File: src/rtl/half_adder_sync.sv
// Lane-parallel half adders: combinational sum/carry per lane, plus a registered
// copy with valid flag and a saturating counter of cycles that produced any carry.

module half_adder_lane (
  input  logic a,
  input  logic b,
  output logic sum,
  output logic carry
);
  assign sum   = a ^ b;
  assign carry = a & b;
endmodule

module half_adder_sync #(
  parameter int WIDTH = 1,
  parameter int CNT_W = 8
) (
  input  logic             clk,
  input  logic             rst,
  input  logic [WIDTH-1:0] a,
  input  logic [WIDTH-1:0] b,
  input  logic             in_valid,
  output logic [WIDTH-1:0] sum,
  output logic [WIDTH-1:0] carry,
  output logic [WIDTH-1:0] sum_q,
  output logic [WIDTH-1:0] carry_q,
  output logic             out_valid,
  output logic [CNT_W-1:0] carry_cnt,
  output logic             cnt_sat
);

  // Lanes are fully independent; nothing ripples between them.
  for (genvar i = 0; i < WIDTH; i++) begin : g_lane
    half_adder_lane u_lane (
      .a     (a[i]),
      .b     (b[i]),
      .sum   (sum[i]),
      .carry (carry[i])
    );
  end

  logic [WIDTH-1:0] sum_d, carry_d;
  logic             out_valid_q, out_valid_d;
  logic [CNT_W-1:0] carry_cnt_q, carry_cnt_d;
  logic             cnt_full;

  assign cnt_full = &carry_cnt_q;

  always_comb begin
    sum_d       = sum_q;
    carry_d     = carry_q;
    out_valid_d = in_valid;
    carry_cnt_d = carry_cnt_q;
    if (in_valid) begin
      sum_d   = sum;
      carry_d = carry;
      // Saturate rather than wrap so a long carry burst never reads as small.
      if (|carry && !cnt_full)
        carry_cnt_d = carry_cnt_q + 1'b1;
    end
  end

  always_ff @(posedge clk) begin
    if (rst) begin
      sum_q       <= '0;
      carry_q     <= '0;
      out_valid_q <= 1'b0;
      carry_cnt_q <= '0;
    end else begin
      sum_q       <= sum_d;
      carry_q     <= carry_d;
      out_valid_q <= out_valid_d;
      carry_cnt_q <= carry_cnt_d;
    end
  end

  assign out_valid = out_valid_q;
  assign carry_cnt = carry_cnt_q;
  assign cnt_sat   = cnt_full;

endmodule

File: config.mk
export PLATFORM = sky130hd
export DESIGN_NAME = half_adder_sync
export DESIGN_NICKNAME = d
export VERILOG_FILES = /design/src/rtl/half_adder_sync.sv
export SDC_FILE = /design/constraint.sdc
export NUM_CORES = 1
export LEC_CHECK = 0
export BUFFER_PORTS_ARGS = -buffer_cell sky130_fd_sc_hd__buf_4
export CAP_MARGIN = 20
export CORE_AREA = 2 2 39 41
export CTS_BUF_LIST = sky130_fd_sc_hd__clkbuf_2
export CTS_CLUSTER_SIZE = 40
export DETAILED_ROUTE_END_ITERATION = 7
export DIE_AREA = 0 0 41 43
export GPL_ROUTABILITY_DRIVEN = 0
export GPL_TIMING_DRIVEN = 0
export PLACE_DENSITY = 0.67
export SYNTH_ARGS = -nofsm -noshare
export SYNTH_HDL_FRONTEND = slang
export SYNTH_SLANG_ARGS = --single-unit
File: constraint.sdc
create_clock -name clk -period 3.4 [get_ports clk]
set_clock_uncertainty 0.05 [all_clocks]
set_input_delay 0.68 -clock clk [delete_from_list [all_inputs] [get_ports clk]]
set_output_delay 0.68 -clock clk [all_outputs]
set_load 0.01 [all_outputs]
==> results.md, run 1 <==
- Status: complete, no violations
- Peak Freq: 483 MHz
- Number of top-level pins: 19
- Yosys cell types: 25
- Critical path's top delay family: flip-flops
- Critical Path Stages: 4
- R2r startpoint: carry_cnt[0]$_SDFFE_PP0P_
- Pwr per Cell Area: 330 mW/mm^2
- Slack of the worst reg-to-reg path: 1.85 ns
- Share of cells above drive strength 1: 38.7%
- Critical path cell sequence: ha_1, nand3_1, nor2_1, buf_4
- Worst Path Buf+Inv: 1
- RSZ-0062 raised after global routing: false
- CP arrival: 1.34 ns
- Worst R2R Path Depth: 5
- Area Growth Syn to Fin: 32.6%
- Period utilization: 60.9%
- Placed Instance Area: 692 sq um
- Core Area: 0.00138 sq mm
- Global-route wire length before repair: 1770 microns
- Netlist Area Pre-Place: 537 sq um
- Synth Instances: 53
- H-tree lvl count: 1
- DR WL/cell: 11.9 microns
- Clock buffer depth: 2
- Root Driver: clkbuf_2
- DRT Wirelength: 1080 microns
- Antenna-violating nets left: 0
- Syn_nets: 60
- Data required, critical path: 2.67 ns
- Post-CTS Setup Bufs: 0
- Clock sink count: 11
- Largest fanout on the critical path: 4
- CP Launch Type: flip-flop
- Synth warnings: 0
- Initial antenna violation count: 0
- Synth Register Bits: 11
- Worst Setup Slack, final: 1.33 ns
- Initial Utilization: 38.8%
- Count of hold-fix buffers inserted at cts: 0
- Total Power: 0.000235 W
- Placed cell count: 87
- Critical path endpoint: cnt_sat
- Vias per cell: 5.02
- Overflow after GRT: 0
- Resized cells post-CTS: 0
- CTS Buf Count: 3
- Die H: 43 microns
- Reg-to-Reg End: carry_cnt[7]$_SDFFE_PP0P_
- Vias in the first global route: 430
- Crit path launch: carry_cnt[0]$_SDFFE_PP0P_
- Asr flop ratio synth: 0%
- Final Setup Violations: 0
- Vias post-DR: 457
- Post-layout instance count excluding filler cells: 91
- Minimum clock period: 2.07 ns
- Number of synthesized flops with an enable pin: 0
- Design area: 712 sq um
- Max Cap Violations: 0
- Worst-Margin Slew: 0.453 ns
- Clk slew on worst S/H paths: 0.11 ns
- Worst Hold Class: reg -> reg
- Pre-antenna DRT Iters: 4
- Clk Latency, worst-skew pair: 0.27 ns
- Antenna Cells: 0
- Hold Crit Start: carry_q$_SDFFE_PP0P_
- TritonCTS clock tree: yes
- Mean Syn Cell Area: 10.1 sq um
- Max-slew violations: 0
- Dpl ws: 1.44 ns
- Dpl hpwl: 806 microns
- Post-synthesis sequential area ratio: 41.0%
- LEAKAGE: 0.288 nW
- Setup TNS: 0 ns
- Final #Nets: 83
- DIE AREA: 0.00176 sq mm
- Die width: 41 microns
- Largest net degree at the start of global routing: 11
- Setup CP Type: reg -> out
- Ys flop type: dfxtp_1
- Slew margin rel.: 69.8%
- Slowest cell on crit path: dfxtp_1
- VDD IR max: 0.210 mV
- Residual DRC: 0
- Row count: 14
- Highest cell delay on the worst timing path: 0.42 ns
- Critical Path Sink Type: output pin
- Fin. Hold Viols: 0
- DRT iter0 DRCs: 11
- Total GRT Usage: 14.9%
- Number of port buffers: 18
flip-flops by register name, indices dropped and copies added (netlist names):
signal     flops
carry_cnt      8
out_valid      1
sum_q          1
carry_q        1
stage by stage:
step	utilization [%]	hold WS, ns
3_3_place_gp	50.0	0.414
3_5_place_dp	50.0	0.420
4_1_cts	51.4	0.439
5_1_grt	51.4	0.465
6_report	51.4	0.438
2_1_floorplan	-	0.443
cell type report:
| type | instances | area (sq um) |
|---|---|---|
| Timing Repair Buffer | 18 | 135 |
| Clock buffer | 4 | 20.0 |
| Fill cell | 140 | 672 |
| Multi-Input combinational cell | 41 | 313 |
| Sequential cell | 11 | 220 |
| Tap cell | 16 | 20.0 |
| Buffer | 1 | 3.75 |
worst reg2reg max path, stage by stage (launching register included):
cell	delay, ns
dfxtp_1	0.37
ha_1	0.24
and3_4	0.22
a2111oi_4	0.36
xnor2_1	0.15
nor2_1	0.05
Yosys cell counts (2+ instances only):
library cell | number | area (sq um)
dfxtp_1 | 11 | 220
ha_1 | 2 | 25.0
mux2i_1 | 2 | 20.0
nand2_1 | 4 | 15.0
nor2_1 | 9 | 33.8
nor3_1 | 2 | 10.0
xnor2_1 | 4 | 35.0
xor2_1 | 2 | 17.5
metal layers:
metal | wire, microns | track usage (%) | up-vias
met5 | 0 | 0 | -
met4 | 38 | 12.0 | 0
met3 | 60 | 2.09 | 5
met2 | 467 | 20.6 | 15
met1 | 514 | 19.5 | 202
li1 | - | - | 235
cells in the final DEF (no fill, tap or decap), types with 2 or more instances in the layout:
cell type   n
dfxtp_1    11
nand2_1     4
nor3_1      2
clkbuf_2    4
ha_1        2
xnor2_1     4
buf_4      18
xor2_1      2
mux2i_1     2
nor2_1      9
worst min path at each step:
| stage | slack (ns) | to | cells after the start |
|---|---|---|---|
| floorplan | 0.44 | carry_q$_SDFFE_PP0P_ | 2 |
| global placement | 0.41 | carry_q$_SDFFE_PP0P_ | 2 |
| detailed placement | 0.42 | carry_q$_SDFFE_PP0P_ | 2 |
| CTS | 0.44 | carry_q$_SDFFE_PP0P_ | 2 |
| global route | 0.47 | carry_q$_SDFFE_PP0P_ | 2 |
| finish | 0.44 | carry_q$_SDFFE_PP0P_ | 2 |
where the power goes:
| group | leakage, nW | switching, W | internal [W] |
|---|---|---|---|
| clock network | 0.0166 | 0.0000456 | 0.0000312 |
| registers | 0.0893 | 0.00000198 | 0.000132 |
| logic | 0.183 | 0.0000117 | 0.0000125 |
logic make-up (layout without fill, tap and decap cells):
family	Yosys count	count (layout)	synth area share, %
buffers and inverters	1	23	0.699
adder cells (fa/ha/maj)	2	2	4.66
flip-flops	11	11	41.0
AO/OA/AOI/OAI	7	7	14.0
AND/OR/NAND/NOR	24	24	26.1
XOR/XNOR	6	6	9.79
multiplexers	2	2	3.73
No activity file was read; power rests on OpenSTA's default activity.
==> run 2: changes to the inputs <==
--- a/config.mk
+++ b/config.mk
@@ -14,7 +14,7 @@
 export DIE_AREA = 0 0 41 43
 export GPL_ROUTABILITY_DRIVEN = 0
 export GPL_TIMING_DRIVEN = 0
-export PLACE_DENSITY = 0.67
+export PLACE_DENSITY = 0.69
 export SYNTH_ARGS = -nofsm -noshare
 export SYNTH_HDL_FRONTEND = slang
 export SYNTH_SLANG_ARGS = --single-unit
==> constraint.sdc (replaced) <==
create_clock -name clk -period 1.8 [get_ports clk]
set_clock_uncertainty 0.05 [all_clocks]
set_input_delay 0.36 -clock clk [delete_from_list [all_inputs] [get_ports clk]]
set_output_delay 0.36 -clock clk [all_outputs]
set_load 0.01 [all_outputs]
==> run 2 against run 1 <==
Final cell count did not move. Largest cell class unchanged. Highest routed layer unchanged. Clock power rose by 91%. Critical path depth did not move. Via count fell by 2.0%.
==> results.md, run 2 (synthesis gave the netlist of run 1 again) <==
- Slack of the worst reg-to-reg path: 0.24 ns (-1.61 ns)
- Area Growth Syn to Fin: 34.0%
- Setup CP Type: reg -> out
- Dpl hpwl: 863 microns (+7.1%)
- Clock buffer depth: 2 (unchanged)
- Grt met2 use: 21.9% (+1.3 points)
- Global-route wire length before repair: 1810 microns (+2.3%)
- Vias per cell: 4.92 (-2.0%)
- Hold Crit Start: rst
- R2r startpoint: carry_cnt[0]$_SDFFE_PP0P_
- TritonCTS clock tree: yes
- Final #Nets: 83 (unchanged)
- Final Setup Violations: 0 (unchanged)
- Period utilization: 91.1%
- Pre-antenna DRT Iters: 3 (-1)
- Slowest cell on crit path: dfxtp_2
- Clock sink count: 11 (unchanged)
- Worst Path Buf+Inv: 1 (unchanged)
- Slew margin rel.: 72.7% (+2.9 points)
- Worst R2R Path Depth: 5 (unchanged)
- Critical path cell sequence: ha_1, nand3_2, nor2_1, buf_4
- LEAKAGE: 0.289 nW (+0.33%)
- Max reg flops: 8 (unchanged)
- Crit path launch: carry_cnt[0]$_SDFFE_PP0P_
- Resized cells post-CTS: 0 (unchanged)
- CP Launch Type: flip-flop
- Die width: 41 microns (unchanged)
- Vias post-DR: 448 (-2.0%)
- Fin. Hold Viols: 0 (unchanged)
- CTS Buf Count: 3 (unchanged)
- Clk slew on worst S/H paths: 0.12 ns (about the same)
- Core Area: 0.00138 sq mm (unchanged)
- DIE AREA: 0.00176 sq mm (unchanged)
- WHS Path Cells: 2 (unchanged)
- Clk Latency, worst-skew pair: 0.27 ns (about the same)
- Design area: 719 sq um (+1.1%)
- Count of hold-fix buffers inserted at cts: 0 (unchanged)
- Worst-Margin Slew: 0.409 ns (-0.0436 ns)
- Overflow after GRT: 0 (unchanged)
- DRT iter0 DRCs: 8 (-3)
- CP arrival: 1.23 ns (-0.11 ns)
- Minimum clock period: 1.64 ns
- Critical Path Sink Type: output pin
- Die H: 43 microns (unchanged)
- Max Cap Violations: 0 (unchanged)
- Critical path's top delay family: flip-flops
- Number of top-level pins: 19 (unchanged)
- Share of cells above drive strength 1: 42.7% (+4.0 points)
- Initial Utilization: 38.8% (unchanged)
- DRT Wirelength: 1120 microns (+3.4%)
- Number of port buffers: 18 (unchanged)
- Hold EP: out_valid$_SDFF_PP0_
- Post-CTS Setup Bufs: 0 (unchanged)
- Placed Instance Area: 692 sq um (unchanged)
- DR WL/cell: 12.3 microns (+3.4%)
- Setup TNS: 0 ns (unchanged)
- H-tree lvl count: 1 (unchanged)
- Met3 usage: 1.57% (-0.52 points)
- Initial antenna violation count: 0 (unchanged)
- Reg-to-Reg End: carry_cnt[7]$_SDFFE_PP0P_
- Largest net degree at the start of global routing: 11 (unchanged)
- Final Util: 52.0% (+0.54 points)
- Pwr per Cell Area: 620 mW/mm^2 (+88%)
- Antenna Cells: 0 (unchanged)
- VDD IR max: 0.325 mV (+55%)
- Fillcell total: 132 (-5.7%)
- Residual DRC: 0 (unchanged)
- GR Util met1: 20.8% (+1.3 points)
- Most frequent cells in the layout: buf_4, nor2_1, dfxtp_1
- Peak Freq: 610 MHz
- Root Driver: clkbuf_2
- Vias in the first global route: 407 (-5.3%)
- Max-slew violations: 0 (unchanged)
- Largest fanout on the critical path: 4 (unchanged)
- RSZ-0062 raised after global routing: false
- Data required, critical path: 1.39 ns (-1.28 ns)
- Row count: 14 (unchanged)
- GR peak layer: met2
- Critical Path Stages: 4 (unchanged)
- Highest cell delay on the worst timing path: 0.39 ns (-0.03 ns)
- Status: complete, no violations
- Worst Hold Class: in -> reg
- Total GRT Usage: 15.3% (+0.40 points)
- Total Power: 0.000446 W (+90%)
- Antenna-violating nets left: 0 (unchanged)
- Most common cell after layout, fill and taps aside: buf_4
## run 2: changes by cell type in the layout (fill, tap and decap cells not counted)
cell,change
dfxtp_1,-2
dfxtp_2,+2
nand3_2,+1
nand3_1,-1
## run 2: per-stage QoR
stage               cells  setup WS [ns]  hold slack [ns]
global route           91         0.0464            0.174
floorplan              53          0.300            0.382
global placement       87          0.271            0.422
detailed placement     87          0.227            0.422
CTS                    91         0.0408            0.191
finish                 91          0.161            0.187
## run 2: worst max-delay path by stage
stage | end | slack, ns
detailed placement | carry_cnt[7]$_SDFFE_PP0P_ | 0.23
CTS | cnt_sat | 0.04
global route | cnt_sat | 0.05
global placement | carry_cnt[7]$_SDFFE_PP0P_ | 0.27
finish | cnt_sat | 0.16
floorplan | carry_cnt[7]$_SDFFE_PP0P_ | 0.30
## run 2: where the power goes
part	total (W)	switching, W	internal [W]
sequential	0.000253	0.00000385	0.000249
combinational	0.0000467	0.0000228	0.0000239
clock	0.000147	0.0000875	0.0000590
total	0.000446	0.000114	0.000332
## run 2: cell type report
| cell class | instances | area (sq um) | share of cell area (%) |
|---|---|---|---|
| buffer | 1 | 3.75 | 0.522 |
| sequential | 11 | 223 | 31.0 |
| clock buffer | 4 | 20.0 | 2.78 |
| timing repair buffer | 18 | 135 | 18.8 |
| multi-input combinational | 41 | 318 | 44.2 |
| tap | 16 | 20.0 | 2.78 |
## run 2: worst reg2reg max path, cell delays in order (launching register included)
cell,delay [ns]
dfxtp_2,0.36
ha_1,0.23
and3_4,0.22
a2111oi_4,0.37
xnor2_1,0.16
nor2_1,0.05
## run 2: routing by layer
layer | part of all wire (%) | vias up
li1 | - | 234
met1 | 44 | 200
met2 | 49 | 10
met3 | 4.1 | 4
met4 | 2.6 | 0
met5 | 0 | -
